$ cat config.mk
export PLATFORM = sky130hd
export DESIGN_NAME = pc_ctrl
export DESIGN_NICKNAME = d
export VERILOG_FILES = /design/src/rtl/pc_ctrl.sv
export SDC_FILE = /design/constraint.sdc
export NUM_CORES = 1
export LEC_CHECK = 0
export BUFFER_PORTS_ARGS = -buffer_cell sky130_fd_sc_hd__buf_4
export CORE_UTILIZATION = 55
export DETAILED_ROUTE_END_ITERATION = 12
export PLACE_DENSITY = 0.82
export SETUP_SLACK_MARGIN = 0.05
export SYNTH_ARGS = -nofsm -noshare
export SYNTH_HDL_FRONTEND = slang
export SYNTH_SLANG_ARGS = --single-unit
$ cat constraint.sdc
create_clock -name clk -period 4.8 [get_ports clk]
set_clock_uncertainty 0.05 [all_clocks]
set_input_delay 0 -clock clk [delete_from_list [all_inputs] [get_ports clk]]
set_output_delay 0 -clock clk [all_outputs]
set_load 0.1 [all_outputs]
$ cat src/rtl/pc_ctrl.sv
// Fetch program counter with ID redirects and a redirect captured while stalled.
// Optional PC_RANGE_CHECK_EN adds a sticky fault flag for a pc outside instruction memory.
module pc_ctrl #(
    parameter logic [31:0] RESET_PC = 32'h0000_3000,
    parameter int          IM_WORDS = 1024
) (
    input  logic        clk,
    input  logic        reset,
    input  logic        stall,
    input  logic        redirect_valid,
    input  logic [31:0] redirect_pc,
    output logic [31:0] pc,
    output logic [31:0] pc4,
    output logic        pend_valid,
    output logic [31:0] fetch_cnt,
    output logic        pc_fault
);

    typedef enum logic {
        RUN  = 1'b0,
        HOLD = 1'b1
    } state_t;

    state_t      state;
    logic [31:0] pend_pc;
    logic [31:0] target;

    // Word-aligned redirect target; low address bits from ID are ignored.
    assign target     = redirect_pc & 32'hFFFF_FFFC;
    assign pc4        = pc + 32'd4;
    assign pend_valid = (state == HOLD);

    always_ff @(posedge clk or posedge reset) begin
        if (reset) begin
            state     <= RUN;
            pc        <= RESET_PC;
            pend_pc   <= 32'd0;
            fetch_cnt <= 32'd0;
        end else if (!stall) begin
            fetch_cnt <= fetch_cnt + 32'd1;
            state     <= RUN;
            pend_pc   <= 32'd0;
            // A live redirect outranks one captured during the stall.
            if (redirect_valid) begin
                pc <= target;
            end else if (state == HOLD) begin
                pc <= pend_pc;
            end else begin
                pc <= pc4;
            end
        end else if (redirect_valid) begin
            pend_pc <= target;
            state   <= HOLD;
        end
    end

`ifdef PC_RANGE_CHECK_EN
    localparam logic [32:0] PC_LIMIT = {1'b0, RESET_PC} + 33'(4 * IM_WORDS);

    logic pc_out_of_range;

    assign pc_out_of_range = (pc < RESET_PC) || ({1'b0, pc} >= PC_LIMIT);

    // Sticky until reset; looks at the pc already registered, so it lags one edge.
    always_ff @(posedge clk or posedge reset) begin
        if (reset) begin
            pc_fault <= 1'b0;
        end else if (pc_out_of_range) begin
            pc_fault <= 1'b1;
        end
    end
`else
    logic unused_im_words;

    assign unused_im_words = (IM_WORDS > 0);
    assign pc_fault        = 1'b0;
`endif

endmodule

After elaboration in Yosys (flattened, before gate mapping)

Index checks and enable logic that the tools add are counted.
W data, S select, Z words.

$add $sub $neg: 2
Equality and inequality tests: 1
Mux-type cells: 6

Operator list:

| cell                    | count |
|---|---|
| $mux W32                | 4 |
| $add A32 B1 Y32 const B | 1 |
| $add A32 B3 Y32 const B | 1 |
| $mux W1                 | 2 |
| $ne A2 B1 Y1 const B    | 1 |

Flip-flop bits (word level): 97
Bits of input ports: 36
Output and inout bits: 98

Longest topological paths before layout

Gate-level depths: netlist of the first run.

Depth after elaboration: 3
Mapped depth: 7
Mapped depth without buffers: 6

Worst setup path after synthesis of the first run

No wires, ideal clock.

Path kind: flip-flop to output port
Start point: register pc[5]
End point: output pc4[27]
Arrival: 5401 ps
Slack: -651 ps
Stages on the path, launching flop included: 7
Cell sequence: dfrtp_1 > clkbuf_2 > nand4_1 > or3_4 > or3_1 > buf_2 > o41ai_1

Word-level cells in the longest chain between the ends: 1

Ends and longest elaborated chain:

| item                     | RTL line | text |
|---|---|---|
| start: declaration       | 12       | `output logic [31:0] pc,` |
| start signal: assignment | 45       | `pc <= target;` |
| start signal: assignment | 47       | `pc <= pend_pc;` |
| start signal: assignment | 49       | `pc <= pc4;` |
| $add A32 B3 Y32          | 30       | `assign pc4 = pc + 32'd4;` |
| end: declaration         | 13       | `output logic [31:0] pc4,` |

Every way passes these cells.

Worst setup path after layout of the first run

Start point: register pc[2]
End point: output pc4[28]

The elaborated chain is that of the path after synthesis.

==> results of run 1 <==
[layer usage]
layer  vias to the layer above  wire, µm
met4                         0       240
met2                       181      6710
met5                         -         0
met3                        23       757
met1                      2288      5650
li1                       2184         -
[power by group through the flow]
stage	Sequential, mW	Clock (mW)	Combinational (mW)
final	0.988	0.591	1.26
after global routing	1.00	0.625	1.31
after CTS	0.987	0.598	1.26
after detailed placement	1.00	0	1.24
after global placement	0.995	0	1.23
after floorplan	1.42	0	0.559
[worst reg2reg max path, delay by kind of cell (launching register included)]
kind                     cells  cell delay [ns]
flip-flops                   1             0.49
AND/OR/NAND/NOR              3             1.41
adder cells (fa/ha/maj)      1             0.28
AO/OA/AOI/OAI                2             0.48
[cell usage after synthesis, drive strengths merged, types with 4 or more instances]
| cell type | n | share of area |
|---|---|---|
| mux2 | 4 | 0.0094 |
| nor4 | 7 | 0.011 |
| nor3 | 4 | 0.0039 |
| o31a | 9 | 0.015 |
| nor2b | 25 | 0.030 |
| xor2 | 14 | 0.024 |
| clkbuf | 27 | 0.020 |
| a22oi | 10 | 0.014 |
| and3 | 9 | 0.011 |
| buf | 12 | 0.013 |
| nor2 | 33 | 0.024 |
| nand4 | 22 | 0.026 |
| or3 | 4 | 0.0067 |
| xnor2 | 43 | 0.072 |
| o21ai | 21 | 0.020 |
| a21oi | 22 | 0.021 |
| inv | 20 | 0.014 |
| nand3 | 23 | 0.025 |
| mux2i | 27 | 0.052 |
| dfrtp | 91 | 0.44 |
| a31oi | 4 | 0.0048 |
| a21boi | 10 | 0.014 |
| nand2 | 33 | 0.024 |
| and4 | 4 | 0.0067 |
| nand2b | 11 | 0.013 |
| a221oi | 4 | 0.0067 |
| o22ai | 7 | 0.0084 |
[cell families (layout without fill, tap and decap cells)]
family                     count (synthesis)  after routing  share of synthesized area
AOI/OAI and AO/OA                        112            112                      0.147
other                                      1              5                   0.000721
and+or+nand+nor                          184            184                      0.195
muxes                                     31             31                     0.0614
buffers and inverters                     59            197                     0.0472
xor gates and xnor gates                  57             57                     0.0960
adders and majority gates                  2              2                    0.00481
DFF                                       93             93                      0.448
[area by class of cell]
cell class,instances,share of cell area
Multi-Input combinational cell,391,0.395
Sequential cell,93,0.348
Timing Repair Buffer,161,0.192
Tap cell,111,0.0207
Clock buffer,10,0.0191
Clock inverter,6,0.0138
Inverter,20,0.0114
[final timing paths]
kind | to | slack [ns] | depth (start not counted)
max | pc4[28] | 1.64 | 6
min | pc[26]$_DFFE_PP0N_ | 0.23 | 2
max reg2reg | pc[28]$_DFFE_PP0N_ | 2.00 | 6
min reg2reg | fetch_cnt[31]$_DFFE_PP0N_ | 0.44 | 1
max in group asynchronous | fetch_cnt[6]$_DFFE_PP0N_ | 3.33 | 4
min in group asynchronous | pend_pc[26]$_DFFE_PP0P_ | 0.35 | 3
[repair_timing]
| action | 4_1_cts | 5_1_grt |
|---|---|---|
| hold endpoints to repair | 105 | 0 |
| hold buffers | 31 | 0 |
| buffers inserted | 0 | 0 |
[state kept, by name (all words and copies together), names as in the netlist]
signal and cells:
pend_valid 1, pc 30, pend_pc 30, fetch_cnt 32
[through the flow]
stage	instances	setup slack [ns]	util	total power, mW
global route	792	1.47	0.728	2.94
CTS	792	1.63	0.728	2.85
floorplan	543	0.486	-	1.98
detailed placement	745	2.04	0.671	2.24
finish	792	1.64	0.728	2.84
global placement	745	2.09	0.671	2.22
==> metrics.cfg, run 1 <==
[global_routing]
grt_pass1_vias=4390
grt_pass1_wl_mm=21.8
grt_antenna_before_repair=0
grtUsageMet1=0.368
grt_usage=0.278
grt_max_degree=98
overflow=0
grtUsageMet3=0.0520
grt_busiest_layer=met2
grt.met2_usage=0.471

[run]
maxCapViolCount=0

[layout]
layout_common_cells=buf_4, dfrtp_1, xnor2_1
final.fill_count=650
fin_area_um2=6700
diodes=0
layout_commonest_cell=buf_4
drive_gt1_frac=0.241
area_growth_pct=28.8
multi_input_area_um2=2650
final-seq-area_um2=2330
nets=714

[power_and_ir_drop]
p_sw_frac=0.491
p_clk_frac=0.208
internal_power_mw=1.44
pwr-share-comb=0.444
p_sw_mw=1.39
powerDensity_nw_per_um2=424
power_frac_seq=0.348
ir_worst_vdd_v=0.000361
power_leakage_nw=3.08

[critical_path]
cp-startpoint=pc[2]$_DFFE_PP0N_
cp_data_arrival_time_ns=3.11
cp_top_family=simple AND/OR/NAND/NOR gates
path_buf_inv=1
path_class=reg -> out
crit_chain=ha_1 > nand3_1 > nor4_2 > nand4_1 > xnor2_1 > buf_4
slowest_stage=nor4_2
start_kind=flip-flop
r2r-start=pc[2]$_DFFE_PP0N_
crit_path_max_fanout=9
setup.worst_path.end_class=output pin
cp.required_ns=4.75
slowest_delay_ns=0.92

[clock_tree]
h-tree-depth=3
clkTransAtPathRegs_ns=0.10
clkSinkCount=93
cts_resized=0
numCtsBuffers=9
clockBufferDepth=2
clk_latency_ns=0.37
cts_tree=built
root_buffer=clkbuf_8

[timing]
finalHoldViolCount=0
rsz0062_at_grt=no
setup_violations=0
period_share=0.659
holdWs_ns=0.232
fin_tns_setup_ns=0
fmaxAchievable_mhz=316
final_max_slew_viol_count=0
period_needed_ns=3.16
slew_headroom=0.272
worst_pin_slew_ns=1.08

[floorplan]
coreArea_um2=9200
ios=134
initial_core_util=0.565
fp-row-count=35
dieWidth_um=99.2
dieArea_um2=9840
die_h_um=99.2

[routing]
wl_per_cell_um=16.9
vias=4676
wl_mm=13.4
drt.antenna.violating_nets=0
drc_errors=0
viasPerCell=5.90
drt_first_iter_violations=267
dr.pass1.iters=5

[placed_design]
dp_hpwl_mm=8.90
globalplace.congestion=0.827
placed_cell_area_um2=6170
io_buffer_count=126

[synthesis]
synth-seq-area-share=0.448
async_flop_share=1.00
ys_ff_latch=93
synth_edf_count=0
ys.flop_type=dfrtp_1
synth_cells=539
syn-mean-instance-area_um2=9.65
ys_types=57
yosys_warnings=0
synth_area_um2=5200

[min_path]
hold_path.class=in -> reg
hp-start=stall

[outcome]
outcome=finished clean

(Power assumes the default switching activity.)
==> run 2, diff against run 1 <==
Settings changed: CORE_UTILIZATION 55 to 48, PLACE_DENSITY 0.82 to 0.76.
Clock period 4.8 ns to 2.8 ns, I/O delays scaled along.
==> run 2 against run 1 <==
  * Hold slack lost 0.068 ns
  * Worst setup slack worse by 1.5 ns
  * Cell count is 6.1% higher
  * Die area up 14%
  * Via count grew 2.3%
  * Power is 77% higher
  * Combinational power increased by 83%
  * Count of clock-buffer cells in the layout shrank 1
  * First-iteration DRC count increased by 21%
  * Critical path type unchanged
  * Critical endpoint unchanged
  * Largest power group unchanged
  * Highest routed layer unchanged
==> metrics.cfg, run 2 (synthesized netlist as in run 1, its figures left out) <==
[outcome]
outcome=finished clean

[routing]
viasPerCell=5.69  ; -3.6%
dr.pass1.iters=7  ; +2
drt.antenna.violating_nets=0  ; unchanged
drc_errors=0  ; unchanged
vias=4783  ; +2.3%
wl_per_cell_um=16.8  ; -0.63%
wl_mm=14.1  ; +5.4%
drt_first_iter_violations=324  ; +21%

[timing]
rsz0062_at_grt=no
period_share=0.950
final_max_slew_viol_count=0  ; unchanged
fmaxAchievable_mhz=376
finalHoldViolCount=0  ; unchanged
setup_slack_ns=0.139  ; -1.50 ns
period_needed_ns=2.66
slew_headroom=0.354  ; +0.0825
worst_pin_slew_ns=0.965  ; -0.117 ns
setup_violations=0  ; unchanged

[global_routing]
grt_pass1_vias=4602  ; +4.8%
grt_antenna_before_repair=0  ; unchanged
grt_usage=0.257  ; -0.0208
grt_max_degree=59  ; -40%
grt_pass1_wl_mm=22.8  ; +4.7%
overflow=0  ; unchanged

[power_and_ir_drop]
p_clk_frac=0.200  ; -0.008
powerDensity_nw_per_um2=682  ; +61%
pwr-share-comb=0.458  ; +0.014
internal_power_mw=2.58  ; +79%
power_frac_seq=0.342  ; -0.006
power_leakage_nw=3.39  ; +9.9%
ir_worst_vdd_v=0.000512  ; +42%
p_sw_mw=2.45  ; +76%
p_sw_frac=0.488  ; -0.00361

[layout]
final_core_util=0.708  ; -0.0201
reg.largest.list=fetch_cnt x32, pc x30, pend_pc x30
layout_commonest_cell=buf_4
fin_area_um2=7380  ; +10%
nets=737  ; +3.2%
layout_common_cells=buf_4, dfrtp_1, nor2_1, nand2_1, dlygate4sd3_1
top_register=fetch_cnt
largest_register_ffs=32  ; unchanged
drive_gt1_frac=0.332  ; +0.0916
diodes=0  ; unchanged
area_growth_pct=41.9

[clock_tree]
clockBufferDepth=2  ; unchanged
clk_latency_ns=0.37  ; about the same
cts_tree=built
numCtsBuffers=9  ; unchanged
h-tree-depth=3  ; unchanged
clkSinkCount=93  ; unchanged
clkTransAtPathRegs_ns=0.10  ; about the same
root_buffer=clkbuf_8

[critical_path]
crit_path_max_fanout=6  ; -3
start_kind=flip-flop
cp_data_arrival_time_ns=2.61  ; -0.50 ns
setup.worst_path.end_class=output pin
cp.required_ns=2.75  ; -2.00 ns
slowest_stage=dfrtp_2
path_class=reg -> out
slowest_delay_ns=0.46  ; -0.46 ns
path_buf_inv=2  ; +1
cp_top_family=simple AND/OR/NAND/NOR gates
crit_path_frequent_cell=buf_4
crit_chain=ha_1 > nand3_1 > nor4_4 > buf_4 > nand4_1 > xnor2_4 > buf_4

[min_path]
hold_path.class=in -> reg

[placed_design]
io_buffer_count=126  ; unchanged
placed_cell_area_um2=6750  ; +9.4%
dpl_worst_slack_ns=0.274  ; -1.77 ns
dp_hpwl_mm=9.74  ; +9.4%
globalplace.congestion=0.795  ; -3.9%

[floorplan]
ios=134  ; unchanged
dieArea_um2=11300  ; +14%
initial_core_util=0.499  ; -0.0662
coreArea_um2=10400  ; +13%
fp-row-count=37  ; +5.7%
die_h_um=106  ; +6.9%
dieWidth_um=106  ; +6.9%

[run]
maxCapViolCount=0  ; unchanged

[run 2: cell count changes in the layout (fill, tap and decap cells not counted), sizes merged]
cell         before  now
dlygate4sd3      31   32
clkinv            1    4
clkinvlp          2    1
clkbuf           10    9
buf             130  152
inv              21   20
[run 2: final timing paths]
path | to | from | slack (ns) | depth (start not counted)
max | pc4[28] | pc[2]$_DFFE_PP0N_ | 0.14 | 7
min | pend_pc[9]$_DFFE_PP0P_ | redirect_valid | 0.16 | 3
max reg2reg | pc[27]$_DFFE_PP0N_ | pc[7]$_DFFE_PP0N_ | 0.51 | 5
min reg2reg | fetch_cnt[31]$_DFFE_PP0N_ | fetch_cnt[31]$_DFFE_PP0N_ | 0.45 | 1
max in group asynchronous | pend_pc[16]$_DFFE_PP0P_ | reset | 1.60 | 4
min in group asynchronous | pend_pc[8]$_DFFE_PP0P_ | reset | 0.22 | 3
[run 2: final cells by class]
cell class,count,area (µm²)
Clock buffer,9,124
Clock inverter,7,98.8
Fill cell,801,3040
Inverter,20,76.3
Multi-Input combinational cell,391,3080
Sequential cell,93,2360
Tap cell,136,170
Timing Repair Buffer,184,1470
[run 2: power groups by stage]
stage | clock, mW | combinational [mW] | sequential [mW]
after detailed placement | 0 | 2.24 | 1.75
after floorplan | 0 | 1.04 | 2.48
after global placement | 0 | 2.22 | 1.74
final | 1.01 | 2.31 | 1.72
after global routing | 1.08 | 2.39 | 1.75
after CTS | 1.04 | 2.28 | 1.72
[run 2: worst register-to-register path: stages, from the launching register on]
cell and delay [ns]:
dfrtp_2 0.41, nand4_1 0.19, or3_4 0.46, or4bb_2 0.68, o31a_1 0.27, o22ai_1 0.16
[run 2: what timing repair did]
item,in CTS,in global routing
pin swaps,1,3
endpoints found under the hold margin,88,0
resized for setup,1,5
hold buffers,32,0
setup buffers,0,9
endpoints found under the setup margin,8,9
[run 2: metrics by stage]
step / power (mW) / hold WS, ns / setup TNS [ns] / std cells
floorplan: 3.53 / 0.0932 / -0.568 / 543
global placement: 3.96 / 0.102 / 0 / 783
detailed placement: 3.99 / 0.0979 / 0 / 783
CTS: 5.04 / 0.133 / 0 / 831
global route: 5.22 / 0.175 / 0 / 840
finish: 5.03 / 0.164 / 0 / 840
[run 2: routing by layer]
metal  part of all wire  global-route usage  routed length (µm)
met5                  0                   0                   0
met4              0.022               0.106                 305
met3              0.061              0.0460                 856
met2               0.50               0.431                6970
met1               0.42               0.329                5940
==> run 3, diff against run 2 <==
Settings changed: CORE_MARGIN from default to 2, CORE_UTILIZATION 48 to 55, PLACE_DENSITY 0.76 to 0.82.
Clock period 2.8 ns to 3.1 ns, I/O delays scaled along.
==> run 3 against run 2 <==
  * Register-to-register slack improved by 0.04 ns
  * Hold slack worse by 0.11 ns
  * Sequential cell count did not move
  * Clock power is 14% lower
  * Sequential share of layout area rose by 1.3 points
  * Routed wire length up 0.27%
  * Utilization grew 5.7 points
  * Non-clock buffer count shrank 16
  * Final area is 4.6% lower
  * Count of clock-buffer cells in the layout unchanged
  * Largest cell class unchanged
==> metrics.cfg, run 3 (synthesized netlist as in run 1, its figures left out) <==
[outcome]
outcome=finished clean

[floorplan]
die_h_um=101  ; -4.6%
fp-row-count=35  ; -5.4%
coreArea_um2=9200  ; -12%
dieArea_um2=10200  ; -8.9%
initial_core_util=0.565  ; +0.0662
dieWidth_um=101  ; -4.6%
ios=134  ; unchanged

[critical_path]
path_buf_inv=1  ; -1
crit_path_max_fanout=6  ; unchanged
start_kind=flip-flop
slowest_stage=or3_1
setup.worst_path.end_class=output pin
cp_top_family=simple AND/OR/NAND/NOR gates
cp_data_arrival_time_ns=2.88  ; +0.27 ns
crit_path_frequent_cell=or3_4
cp.required_ns=3.05  ; +0.30 ns
cp-startpoint=pc[6]$_DFFE_PP0N_
crit_chain=nand4_1 > or3_4 > or3_1 > or3_4 > xnor2_4 > buf_6
path_class=reg -> out
r2r-start=pc[6]$_DFFE_PP0N_
slowest_delay_ns=0.52  ; +0.06 ns

[timing]
rsz0062_at_grt=yes
final_max_slew_viol_count=0  ; unchanged
slew_headroom=0.301  ; -0.0536
fmaxAchievable_mhz=342
fin_tns_setup_ns=0  ; unchanged
finalHoldViolCount=0  ; unchanged
period_share=0.944
setup_slack_ns=0.174  ; +0.0341 ns
period_needed_ns=2.93
setup_violations=0  ; unchanged
holdWs_ns=0.0543  ; -0.110 ns
worst_pin_slew_ns=1.04  ; +0.0801 ns

[clock_tree]
numCtsBuffers=9  ; unchanged
h-tree-depth=3  ; unchanged
clkSinkCount=93  ; unchanged
root_buffer=clkbuf_8
clockBufferDepth=2  ; unchanged
cts_tree=built
clk_latency_ns=0.37  ; about the same
clkTransAtPathRegs_ns=0.10  ; about the same

[layout]
reg.largest.list=fetch_cnt x32, pc x30, pend_pc x30
fin_area_um2=7030  ; -4.6%
nets=721  ; -2.2%
area_growth_pct=35.3
drive_gt1_frac=0.302  ; -0.0301
top_register=fetch_cnt
final.fill_count=639  ; -20%
instances_no_fill=799  ; -4.9%
final_core_util=0.765  ; +0.0567
diodes=0  ; unchanged
layout_commonest_cell=buf_4
layout_common_cells=buf_4, dfrtp_1, nor2_1, nand2_1, dlygate4sd3_1
largest_register_ffs=32  ; unchanged

[routing]
drt_first_iter_violations=345  ; +6.5%
viasPerCell=5.97  ; +4.8%
vias=4767  ; -0.33%
wl_per_cell_um=17.7  ; +5.4%
drt.antenna.violating_nets=0  ; unchanged
drc_errors=0  ; unchanged
dr.pass1.iters=5  ; -2
wl_mm=14.1  ; +0.27%

[power_and_ir_drop]
pwr-share-comb=0.454  ; -0.004
p_sw_mw=2.24  ; -8.9%
ir_worst_vdd_v=0.00110  ; +120%
powerDensity_nw_per_um2=632  ; -7.3%
power_leakage_nw=3.26  ; -3.7%
p_clk_frac=0.196  ; -0.004
p_sw_frac=0.503  ; +0.0149
power_frac_seq=0.350  ; +0.008
p_total_mw=4.45  ; -12%
internal_power_mw=2.21  ; -14%

[min_path]
hp-start=stall
hold_path.class=in -> reg

[placed_design]
dpl_worst_slack_ns=0.549  ; +0.275 ns
io_buffer_count=126  ; unchanged
globalplace.congestion=0.838  ; +5.4%
placed_cell_area_um2=6510  ; -3.5%
dp.cells=752  ; -4.0%
dp_hpwl_mm=9.56  ; -1.8%

[global_routing]
grt_pass1_vias=4626  ; +0.52%
grt_usage=0.284  ; +0.0265
grt_max_degree=77  ; +31%
grt_antenna_before_repair=0  ; unchanged
grt_pass1_wl_mm=23.0  ; +0.76%
overflow=0  ; unchanged

[run]
maxCapViolCount=0  ; unchanged

run 3: per-layer routing:
metal  up-vias  wire, µm  track usage
met5         -         0            0
met3        28       955       0.0580
met4         0       302        0.111
li1       2199         -            -
met2       188      7080        0.465
met1      2352      5780        0.373
run 3: repair_timing:
action                                  CTS  global route
endpoints found under the hold margin    96             0
gates resized for setup                   0             2
setup buffers                             0             0
hold buffers                             31             0
endpoints found under the setup margin    0             3
run 3: worst paths after layout:
path	endpoint	slack [ns]	depth (start not counted)
min in group asynchronous	pc[10]$_DFFE_PP0N_	0.26	3
worst max register to register	pc[29]$_DFFE_PP0N_	0.55	5
max in group asynchronous	pc[2]$_DFFE_PP0N_	1.80	4
worst max-delay path	pc4[29]	0.17	6
worst min register to register	fetch_cnt[31]$_DFFE_PP0N_	0.42	1
worst min-delay path	pc[17]$_DFFE_PP0N_	0.05	2
run 3: final cells by class:
type / count / area, µm² / area share
Clock buffer: 9 / 124 / 0.0176
Clock inverter: 7 / 81.3 / 0.0116
Inverter: 20 / 76.3 / 0.0109
Multi-Input combinational cell: 391 / 2930 / 0.416
Sequential cell: 93 / 2340 / 0.333
Tap cell: 111 / 139 / 0.0197
Timing Repair Buffer: 168 / 1340 / 0.191
run 3: power by group through the flow:
stage	combinational (mW)	clock (mW)	sequential (mW)
floorplan	0.915	0	2.23
global route	2.10	0.934	1.58
CTS	2.02	0.883	1.56
detailed placement	1.98	0	1.58
global placement	1.96	0	1.56
finish	2.02	0.870	1.56
